==> src/rtl/alu_sequencer.sv <==
// rtl/alu_sequencer.sv - hardwired fetch/execute control unit for the single-bus CPU datapath
// Strobes are registered from (next state, next IR), so each output is a pure function of (state, ir).
module alu_sequencer (
  input  logic        clk,
  input  logic        clr,
  input  logic        mem_ready,
  input  logic [31:0] pc,
  input  logic [31:0] bus_in,
  output logic        mem_rd,
  output logic [31:0] mem_addr,
  output logic        read_mdr,
  output logic        mdr_in,
  output logic [15:0] reg_in,
  output logic        hi_in,
  output logic        lo_in,
  output logic        zhi_in,
  output logic        zlo_in,
  output logic        pc_in,
  output logic        y_in,
  output logic [31:0] bus_sel,
  output logic [12:0] alu_op,
  output logic [31:0] ir,
  output logic        run,
  output logic        illegal
);

  typedef enum logic [3:0] {
    S_F0, S_F1, S_F2, S_F3, S_F4, S_F5, S_E0, S_E1, S_E2, S_E3, S_HALT
  } state_t;

  localparam logic [4:0] OP_ADD  = 5'b00011;
  localparam logic [4:0] OP_SUB  = 5'b00100;
  localparam logic [4:0] OP_SHR  = 5'b00101;
  localparam logic [4:0] OP_SHRA = 5'b00110;
  localparam logic [4:0] OP_SHL  = 5'b00111;
  localparam logic [4:0] OP_ROR  = 5'b01000;
  localparam logic [4:0] OP_ROL  = 5'b01001;
  localparam logic [4:0] OP_AND  = 5'b01010;
  localparam logic [4:0] OP_OR   = 5'b01011;
  localparam logic [4:0] OP_MUL  = 5'b01111;
  localparam logic [4:0] OP_DIV  = 5'b10000;
  localparam logic [4:0] OP_NEG  = 5'b10001;
  localparam logic [4:0] OP_NOT  = 5'b10010;
  localparam logic [4:0] OP_MFHI = 5'b10111;
  localparam logic [4:0] OP_MFLO = 5'b11000;
  localparam logic [4:0] OP_NOP  = 5'b11001;
  localparam logic [4:0] OP_HALT = 5'b11010;

  localparam logic [4:0] SEL_HI  = 5'd16;
  localparam logic [4:0] SEL_LO  = 5'd17;
  localparam logic [4:0] SEL_ZHI = 5'd18;
  localparam logic [4:0] SEL_ZLO = 5'd19;
  localparam logic [4:0] SEL_PC  = 5'd20;
  localparam logic [4:0] SEL_MDR = 5'd21;

  localparam logic [12:0] ALU_NOT = 13'h0001;
  localparam logic [12:0] ALU_NEG = 13'h0080;

  function automatic logic [12:0] alu_strobe(input logic [4:0] op);
    logic [12:0] s;
    s = '0;
    case (op)
      OP_NOT:  s[0]  = 1'b1;
      OP_OR:   s[1]  = 1'b1;
      OP_AND:  s[2]  = 1'b1;
      OP_SHR:  s[3]  = 1'b1;
      OP_SHRA: s[4]  = 1'b1;
      OP_SHL:  s[5]  = 1'b1;
      OP_ADD:  s[6]  = 1'b1;
      OP_NEG:  s[7]  = 1'b1;
      OP_SUB:  s[8]  = 1'b1;
      OP_ROR:  s[9]  = 1'b1;
      OP_ROL:  s[10] = 1'b1;
      OP_DIV:  s[11] = 1'b1;
      OP_MUL:  s[12] = 1'b1;
      default: s = '0;
    endcase
    return s;
  endfunction

  function automatic logic [31:0] sel(input logic [4:0] idx);
    return 32'd1 << idx;
  endfunction

  function automatic logic is_binary(input logic [4:0] op);
    return (op >= OP_ADD) && (op <= OP_OR);
  endfunction

  function automatic logic is_muldiv(input logic [4:0] op);
    return (op == OP_MUL) || (op == OP_DIV);
  endfunction

  function automatic logic is_unary(input logic [4:0] op);
    return (op == OP_NEG) || (op == OP_NOT);
  endfunction

  state_t      state_q, state_d;
  logic [31:0] ir_q, ir_d;
  logic        mem_rd_q, mem_rd_d;
  logic        read_mdr_q, read_mdr_d;
  logic        mdr_in_q, mdr_in_d;
  logic [15:0] reg_in_q, reg_in_d;
  logic        hi_in_q, hi_in_d;
  logic        lo_in_q, lo_in_d;
  logic        zhi_in_q, zhi_in_d;
  logic        zlo_in_q, zlo_in_d;
  logic        pc_in_q, pc_in_d;
  logic        y_in_q, y_in_d;
  logic [31:0] bus_sel_q, bus_sel_d;
  logic [12:0] alu_op_q, alu_op_d;
  logic        run_q, run_d;
  logic        illegal_q, illegal_d;

  logic [4:0] op_q;
  logic [4:0] op_n;
  logic [3:0] ra_n, rb_n, rc_n;

  assign op_q = ir_q[31:27];
  assign op_n = ir_d[31:27];
  assign ra_n = ir_d[26:23];
  assign rb_n = ir_d[22:19];
  assign rc_n = ir_d[18:15];

  always_comb begin
    state_d = state_q;
    ir_d    = ir_q;
    case (state_q)
      S_F0: if (mem_ready) state_d = S_F1;
      S_F1: state_d = S_F2;
      S_F2: begin
        state_d = S_F3;
        ir_d    = bus_in;
      end
      S_F3: state_d = S_F4;
      S_F4: state_d = S_F5;
      S_F5: state_d = (op_q == OP_HALT) ? S_HALT : S_E0;
      S_E0: state_d = (is_binary(op_q) || is_muldiv(op_q) || is_unary(op_q)) ? S_E1 : S_F0;
      S_E1: state_d = (is_binary(op_q) || is_muldiv(op_q)) ? S_E2 : S_F0;
      S_E2: state_d = is_muldiv(op_q) ? S_E3 : S_F0;
      S_E3: state_d = S_F0;
      S_HALT: state_d = S_HALT;
      default: state_d = S_F0;
    endcase
  end

  // Strobes for the state about to be entered, decoded from the IR that will be held there.
  always_comb begin
    mem_rd_d   = 1'b0;
    read_mdr_d = 1'b0;
    mdr_in_d   = 1'b0;
    reg_in_d   = '0;
    hi_in_d    = 1'b0;
    lo_in_d    = 1'b0;
    zhi_in_d   = 1'b0;
    zlo_in_d   = 1'b0;
    pc_in_d    = 1'b0;
    y_in_d     = 1'b0;
    bus_sel_d  = '0;
    alu_op_d   = '0;
    illegal_d  = 1'b0;
    run_d      = (state_d != S_HALT);
    case (state_d)
      S_F0: mem_rd_d = 1'b1;
      S_F1: begin
        read_mdr_d = 1'b1;
        mdr_in_d   = 1'b1;
      end
      S_F2: bus_sel_d = sel(SEL_MDR);
      S_F3: begin
        bus_sel_d = sel(SEL_PC);
        alu_op_d  = ALU_NOT;
        zlo_in_d  = 1'b1;
      end
      S_F4: begin
        bus_sel_d = sel(SEL_ZLO);
        alu_op_d  = ALU_NEG;
        zlo_in_d  = 1'b1;
      end
      S_F5: begin
        bus_sel_d = sel(SEL_ZLO);
        pc_in_d   = 1'b1;
      end
      S_E0: begin
        if (is_binary(op_n) || is_muldiv(op_n)) begin
          bus_sel_d = sel({1'b0, rb_n});
          y_in_d    = 1'b1;
        end else if (is_unary(op_n)) begin
          bus_sel_d = sel({1'b0, rb_n});
          alu_op_d  = alu_strobe(op_n);
          zlo_in_d  = 1'b1;
        end else if (op_n == OP_MFHI) begin
          bus_sel_d = sel(SEL_HI);
          reg_in_d  = 16'd1 << ra_n;
        end else if (op_n == OP_MFLO) begin
          bus_sel_d = sel(SEL_LO);
          reg_in_d  = 16'd1 << ra_n;
        end else if (op_n != OP_NOP) begin
          illegal_d = 1'b1;
        end
      end
      S_E1: begin
        if (is_unary(op_n)) begin
          bus_sel_d = sel(SEL_ZLO);
          reg_in_d  = 16'd1 << ra_n;
        end else begin
          bus_sel_d = sel({1'b0, rc_n});
          alu_op_d  = alu_strobe(op_n);
          zhi_in_d  = 1'b1;
          zlo_in_d  = 1'b1;
        end
      end
      S_E2: begin
        bus_sel_d = sel(SEL_ZLO);
        if (is_muldiv(op_n)) lo_in_d = 1'b1;
        else                 reg_in_d = 16'd1 << ra_n;
      end
      S_E3: begin
        bus_sel_d = sel(SEL_ZHI);
        hi_in_d   = 1'b1;
      end
      default: run_d = (state_d != S_HALT);
    endcase
  end

  always_ff @(posedge clk) begin
    if (clr) begin
      state_q    <= S_F0;
      ir_q       <= '0;
      mem_rd_q   <= 1'b1;
      read_mdr_q <= 1'b0;
      mdr_in_q   <= 1'b0;
      reg_in_q   <= '0;
      hi_in_q    <= 1'b0;
      lo_in_q    <= 1'b0;
      zhi_in_q   <= 1'b0;
      zlo_in_q   <= 1'b0;
      pc_in_q    <= 1'b0;
      y_in_q     <= 1'b0;
      bus_sel_q  <= '0;
      alu_op_q   <= '0;
      run_q      <= 1'b1;
      illegal_q  <= 1'b0;
    end else begin
      state_q    <= state_d;
      ir_q       <= ir_d;
      mem_rd_q   <= mem_rd_d;
      read_mdr_q <= read_mdr_d;
      mdr_in_q   <= mdr_in_d;
      reg_in_q   <= reg_in_d;
      hi_in_q    <= hi_in_d;
      lo_in_q    <= lo_in_d;
      zhi_in_q   <= zhi_in_d;
      zlo_in_q   <= zlo_in_d;
      pc_in_q    <= pc_in_d;
      y_in_q     <= y_in_d;
      bus_sel_q  <= bus_sel_d;
      alu_op_q   <= alu_op_d;
      run_q      <= run_d;
      illegal_q  <= illegal_d;
    end
  end

  assign mem_rd   = mem_rd_q;
  assign mem_addr = mem_rd_q ? pc : 32'd0;
  assign read_mdr = read_mdr_q;
  assign mdr_in   = mdr_in_q;
  assign reg_in   = reg_in_q;
  assign hi_in    = hi_in_q;
  assign lo_in    = lo_in_q;
  assign zhi_in   = zhi_in_q;
  assign zlo_in   = zlo_in_q;
  assign pc_in    = pc_in_q;
  assign y_in     = y_in_q;
  assign bus_sel  = bus_sel_q;
  assign alu_op   = alu_op_q;
  assign ir       = ir_q;
  assign run      = run_q;
  assign illegal  = illegal_q;

endmodule

==> config.mk <==
export PLATFORM = sky130hd
export DESIGN_NAME = alu_sequencer
export DESIGN_NICKNAME = d
export VERILOG_FILES = /design/src/rtl/alu_sequencer.sv
export SDC_FILE = /design/constraint.sdc
export NUM_CORES = 1
export LEC_CHECK = 0
export ABC_CLOCK_PERIOD_IN_PS = 3100
export CAP_MARGIN = 20
export CORE_ASPECT_RATIO = 1.4
export CORE_MARGIN = 2
export CORE_UTILIZATION = 43
export DETAILED_ROUTE_END_ITERATION = 10
export PLACE_DENSITY = 0.82
export SLEW_MARGIN = 0
export SYNTH_ARGS = -nofsm -noshare
export SYNTH_HDL_FRONTEND = slang
export SYNTH_SLANG_ARGS = --single-unit
==> constraint.sdc <==
create_clock -name clk -period 3.1 [get_ports clk]
set_input_delay 0.775 -clock clk [delete_from_list [all_inputs] [get_ports clk]]
set_output_delay 0.775 -clock clk [all_outputs]
set_load 0.05 [all_outputs]
==> Word level (Yosys, flattened, before mapping) <==
Cells that the tools add are included.
{ "classes": {"n_lt_le_gt_ge": 4, "eq_ne": 40, "n_reduce_logical": 17, "n_mux": 49, "shifts": 3, "bitwise": 3} }
{ "ops": {"columns": ["cell", "n"], "rows": [
  ["$pmux W32 S6", 1],
  ["$mux W32", 5],
  ["$mux W16", 6],
  ["$shl A1 B4 Y32 const A", 2],
  ["$pmux W13 S4", 1],
  ["$pmux W16 S3", 1],
  ["$eq A5 B5 Y1 const B", 9],
  ["$pmux W4 S10", 1],
  ["$mux W13", 3],
  ["$mux W18", 2],
  ["$eq A4 B3 Y1 const B", 8],
  ["$eq A5 B4 Y1 const B", 6],
  ["$mux W1", 23],
  ["$eq A5 B3 Y1 const B", 4],
  ["$eq A4 B2 Y1 const B", 4],
  ["$eq A4 B4 Y1 const B", 4],
  ["$mux W4", 4],
  ["$shl A1 B4 Y16 const A", 1],
  ["$ge A5 B2 Y1 const B", 2],
  ["$le A5 B4 Y1 const B", 2],
  ["$eq A4 B1 Y1 const B", 2],
  ["$logic_not A4 Y1", 2],
  ["$reduce_or A2 Y1", 4],
  ["$logic_or A1 B1 Y1", 7],
  ["9 further kinds", 12]
]} }
{ "word_totals": {"out_inout_bits": 136, "elab_cells": 132, "regBits": 107} }

==> Longest topological paths before layout <==
{ "logic_depth": {"depth_word": 9, "depth_mapped": 9, "depth_no_buf": 6} }

==> Worst setup path after synthesis <==
OpenSTA, ideal clock, no wires.
{ "synth_timing": {"path_type": "flip-flop to flip-flop", "start": "reg ir_q[31], in the netlist ir[31]", "end": "reg reg_in_q[1], in the netlist reg_in[1]", "required_ps": 2966, "arrival_time_ps": 2385, "path_stages_with_launch": 9, "path_slack_ps": 581, "setup_time_ps": 134, "path_cell_list": "dfxtp_1 -> clkbuf_1 -> nand2b_1 -> o21ai_0 -> a21oi_1 -> nor2_1 -> a221oi_4 -> buf_6 -> nor4_1"} }
{ "synth_via": {"elab_chain_cells": 8} }
{ "synth_lines": {"columns": ["item", "line_no", "source"], "rows": [
  ["start: declaration", "98", "logic [31:0] ir_q, ir_d;"],
  ["start signal: assignment", "245", "ir_q <= ir_d;"],
  ["$ge A5 B2 Y1 (tied with other cells)", "86", "return (op >= OP_ADD) && (op <= OP_OR);"],
  ["$logic_and A1 B1 Y1 or $logic_or A1 B1 Y1 (tied branches)", "86, 90", null],
  ["$logic_or A1 B1 Y1", "137, 138", null],
  ["$logic_or A1 B1 Y1", "137", "S_E0: state_d = (is_binary(op_q) || is_muldiv(op_q) || is_unary(op_q)) ? S_E1 : S_F0;"],
  ["$mux W3", "137", null],
  ["$pmux W4 S10", "127", "case (state_q)"],
  ["$eq A4 B4 Y1 or $eq A4 B3 Y1 (tied branches)", "162", "case (state_d)"],
  ["$pmux W16 S3 (*)", "162", null],
  ["end signal: assignment", "249", "reg_in_q <= reg_in_d;"],
  ["end: declaration", "102", "logic [15:0] reg_in_q, reg_in_d;"]
]} }
Every way passes the cells marked *; elsewhere a longest branch is shown, timed or not.
A chain may end at the register's enable or synchronous reset.

==> Final worst setup path <==
{ "layout_timing": {"start": "reg ir_q[27], in the netlist ir[27]", "end": "reg reg_in_q[13], in the netlist reg_in[13]"} }
The elaborated chain is that of the path after synthesis.

==> results.rst <==
.. list-table::
   :header-rows: 1

   * - Metric
     - Value
   * - Fmax achieved
     - roughly 370 MHz
   * - Sequential share of the synthesized area
     - roughly two fifths
   * - Clock insertion delay at the later pin of the skew report
     - roughly 340 ps
   * - Number of different library cells in the post-synthesis netlist
     - 60
   * - Class of the tightest hold or removal check
     - register to register
   * - Post-layout minimum cycle time
     - about 2700 ps
   * - Number of standard cells after synthesis
     - around 580
   * - All-Layer GR Usage
     - about a quarter
   * - Maximum VDD drop
     - approximately 0.42 mV
   * - Initial antenna violation count
     - 0
   * - Count of warnings emitted by yosys
     - 0
   * - Transition at the pin with the smallest max-transition slack
     - roughly 800 ps
   * - Leakage power summed over all cells
     - 2.51 nW
   * - MaxCap Viol Count
     - 0
   * - Number of sinks handled by clock tree synthesis
     - 97
   * - Net load switching power
     - between 0.001 and 0.0015 W
   * - Final weighted congestion of routability-driven global placement
     - roughly 0.96
   * - Full die area
     - between 0.01 and 0.015 mm2
   * - Area grow syn2layout
     - 48.6%
   * - Hold bufs inserted after CTS
     - 0
   * - Post-Route Skew
     - roughly 11 ps
   * - Top Ports
     - just over 200
   * - Overflow left after global routing
     - 0
   * - Post-Syn Area per Cell
     - roughly 8 um2
   * - Largest fanout of any net on the critical path
     - 16
   * - Clock buffers created by TritonCTS
     - 9
   * - Data required time at the worst endpoint
     - ~3300 ps
   * - Slowest Stage Delay on Critical Path
     - ~670 ps
   * - Internal power
     - between 0.002 and 0.0025 W
   * - Die boundary width
     - slightly above 90 um
   * - # Post-CTS Setup Buffers
     - 0
   * - Number of fill cells
     - roughly 850
   * - Run status
     - finished clean
   * - Number of nets with antenna violations after routing
     - 0
   * - Startpoint type of the worst setup path
     - register
   * - CTS root buffer
     - sky130_fd_sc_hd__clkbuf_16
   * - Setup repair after global routing missed its margin
     - false
   * - Cells along the critical path
     - and2_1, o21ai_0, a21oi_1, nor2_1, a221oi_4, buf_4, nor4_1
   * - Critical path start-end classification
     - register to register
   * - Power Dens Cells
     - between 500 and 600 mW/mm2
   * - Share of cells above drive strength 1
     - roughly 11%
   * - Post-Route Setup TNS
     - 0 ps
   * - Async set-or-reset flop fraction in the synthesized netlist
     - 0%
   * - Dominant register cell in the synthesized netlist
     - sky130_fd_sc_hd__dfxtp_1
   * - Critical Path End Type
     - register
   * - Synthesis-stage register bit count
     - 97
   * - Detailed-placement wirelength estimate
     - ~12000 um
   * - Number of core rows
     - 44
   * - Initial core utilization
     - 44.5%
   * - Vias in the first global route
     - approximately 4700
   * - First DRT Iteration DRCs
     - ~400
   * - Drt drc
     - 0
   * - Post-synth top area share
     - a little over two fifths
   * - Die H
     - about 130 um
   * - Number of synthesized flops with an enable pin
     - 0
   * - Port Buffers
     - 192
   * - Clock Pin Slew Worst Setup and Hold Paths
     - 70 ps
   * - Clock Power Share
     - between 20 and 30%
   * - Final Hold Vio Count
     - 0
   * - Routed via count divided by cell count
     - between 5 and 6
   * - Fraction of power consumed by combinational cells
     - about 33%
   * - Buffer depth of the longest clock path
     - 2
   * - Max stage delay cell, worst path
     - sky130_fd_sc_hd__a21oi_1
   * - Reg power frac
     - approximately 38%
   * - Critical path arrival
     - between 2000 and 3000 ps
   * - Number of resized instances in the post-cts repair step
     - 0
   * - Worst slew slack as a fraction of its limit
     - 46.5%
   * - Pin count of the biggest net entering global routing
     - 60
   * - Wire length of the first global-routing pass
     - around 23000 um
   * - Top cell type by total area after synthesis
     - sky130_fd_sc_hd__dfxtp_1
   * - Number of endpoints failing setup at the final stage
     - 0
   * - Total chip power
     - 0.00355 W
   * - H-tree depth
     - 3
   * - Slew Viols, Final
     - 0
   * - 1st-pass router iterations
     - 5
   * - Tcrit/Tclk final
     - between 80 and 90%
   * - Fin nets
     - ~840
   * - Leading cell types by count after synthesis
     - sky130_fd_sc_hd__dfxtp_1 (97), sky130_fd_sc_hd__nand2_1 (93), sky130_fd_sc_hd__a21oi_1 (53)
   * - Antenna diode instance count
     - 0
   * - Wire length reported by the detailed router
     - ~15000 um
   * - Vias post-DR
     - between 4000 and 5000
   * - Average detailed-routed wire length per instance
     - approximately 16 um
   * - Most numerous cell in the Yosys netlist
     - sky130_fd_sc_hd__dfxtp_1
   * - Main area contributors after synthesis
     - sky130_fd_sc_hd__dfxtp_1 (42%), sky130_fd_sc_hd__nand2_1 (7.5%), sky130_fd_sc_hd__a21oi_1 (5.7%), sky130_fd_sc_hd__and2_1 (4.6%), sky130_fd_sc_hd__nor4_1 (3.6%)
   * - Fraction of power spent switching nets
     - ~37%
   * - Core Region
     - approximately 0.010 mm2
   * - CTS tree
     - yes
   * - Area of the mapped netlist
     - roughly 0.0047 mm2
[layout make-up]
cell class | count | area [um2] | area share (%)
clock inverters | 5 | 38.8 | 0.561
flip-flops and latches | 97 | 1940 | 28.1
multi-input cells | 424 | 2400 | 34.8
clock buffers | 11 | 233 | 3.36
repair buffers | 221 | 2070 | 29.9
inverters | 16 | 60.1 | 0.868
well taps | 138 | 173 | 2.50
[metal layers]
layer / up-vias / share of wire (%) / track usage (%)
met4: 0 / 3.3 / 10.8
met2: 267 / 52 / 44.5
li1: 2396 / - / -
met3: 37 / 7.3 / 5.37
met1: 2272 / 38 / 27.4
met5: - / 0 / 0
[registers in the layout, summed over array words and instances (netlist names)]
signal   count
state_q      4
zhi_in       1
mem_rd       1
run          1
ir          32
pc_in        1
zlo_in       1
bus_sel     22
y_in         1
illegal      1
hi_in        1
reg_in      16
lo_in        1
mdr_in       1
alu_op      13
[worst paths after layout]
kind	depth (start not counted)	slack (ps)	endpoint	startpoint
hold reg to reg	2	460	ir[13]$_SDFFE_PP0P_	ir[13]$_SDFFE_PP0P_
setup reg to reg	7	360	reg_in[13]$_SDFF_PP0_	ir[27]$_SDFF_PP0_
hold / removal	2	460	ir[13]$_SDFFE_PP0P_	ir[13]$_SDFFE_PP0P_
setup / recovery	7	360	reg_in[13]$_SDFF_PP0_	ir[27]$_SDFF_PP0_
[metrics by stage]
| step | setup slack [ps] | instances | instance area [um2] | hold WS, ps | util [%] |
|---|---|---|---|---|---|
| after floorplan | 581 | 591 | 4690 | 636 | - |
| after global placement | 282 | 896 | 6650 | 444 | 63.5 |
| after detailed placement | 222 | 896 | 6650 | 450 | 63.5 |
| after CTS | 424 | 912 | 6920 | 457 | 66.1 |
| after global routing | 211 | 912 | 6920 | 477 | 66.1 |
| final | 365 | 912 | 6920 | 455 | 66.1 |
[cell families (layout without fill, tap and decap cells)]
logic type | after synthesis | after routing | synth area share, %
AOI/OAI and AO/OA | 106 | 106 | 15.0
xor gates and xnor gates | 3 | 3 | 0.565
buffers and inverters | 70 | 253 | 7.34
DFF | 97 | 97 | 41.7
muxes | 10 | 10 | 2.28
other | 1 | 10 | 0.0806
and+or+nand+nor | 295 | 295 | 33.0
[power by group through the flow]
stage | combinational [W] | sequential (W) | clock [W]
finish | 0.00119 | 0.00135 | 0.00102
global route | 0.00125 | 0.00135 | 0.00109
CTS | 0.00118 | 0.00134 | 0.00103
detailed placement | 0.00118 | 0.00137 | 0
global placement | 0.00116 | 0.00137 | 0
floorplan | 0.000677 | 0.00149 | 0
[cell usage in the layout (no fill, tap or decap), types with 3 or more instances in the layout]
cell type                         instances
sky130_fd_sc_hd__nor3_1                  18
sky130_fd_sc_hd__or3_1                    7
sky130_fd_sc_hd__o211ai_1                 3
sky130_fd_sc_hd__clkdlybuf4s50_1        159
sky130_fd_sc_hd__nor4_1                  27
sky130_fd_sc_hd__dfxtp_1                 97
sky130_fd_sc_hd__a21o_1                   3
sky130_fd_sc_hd__conb_1                  10
sky130_fd_sc_hd__nor2b_1                  9
sky130_fd_sc_hd__o31ai_1                  4
sky130_fd_sc_hd__a32oi_1                  5
sky130_fd_sc_hd__nand2b_1                 9
sky130_fd_sc_hd__nand3_1                 17
sky130_fd_sc_hd__nand4_1                 13
sky130_fd_sc_hd__nor3b_1                  6
sky130_fd_sc_hd__o21ai_0                  3
sky130_fd_sc_hd__nor2_1                  39
sky130_fd_sc_hd__a31oi_1                 13
sky130_fd_sc_hd__clkbuf_16                9
sky130_fd_sc_hd__a21oi_1                 53
sky130_fd_sc_hd__mux2i_1                  8
sky130_fd_sc_hd__nand3b_1                12
sky130_fd_sc_hd__inv_1                   16
sky130_fd_sc_hd__buf_4                   60
sky130_fd_sc_hd__nand2_1                 93
sky130_fd_sc_hd__and2_1                  34
[worst max-delay path, delay by kind of cell (launching register included)]
| family | cells | cell delay (ps) |
|---|---|---|
| AO/OA/AOI/OAI | 3 | 1130 |
| buffers and inverters | 1 | 240 |
| flip-flops | 1 | 580 |
| AND/OR/NAND/NOR | 3 | 650 |
No activity file was read; power rests on OpenSTA's default activity.
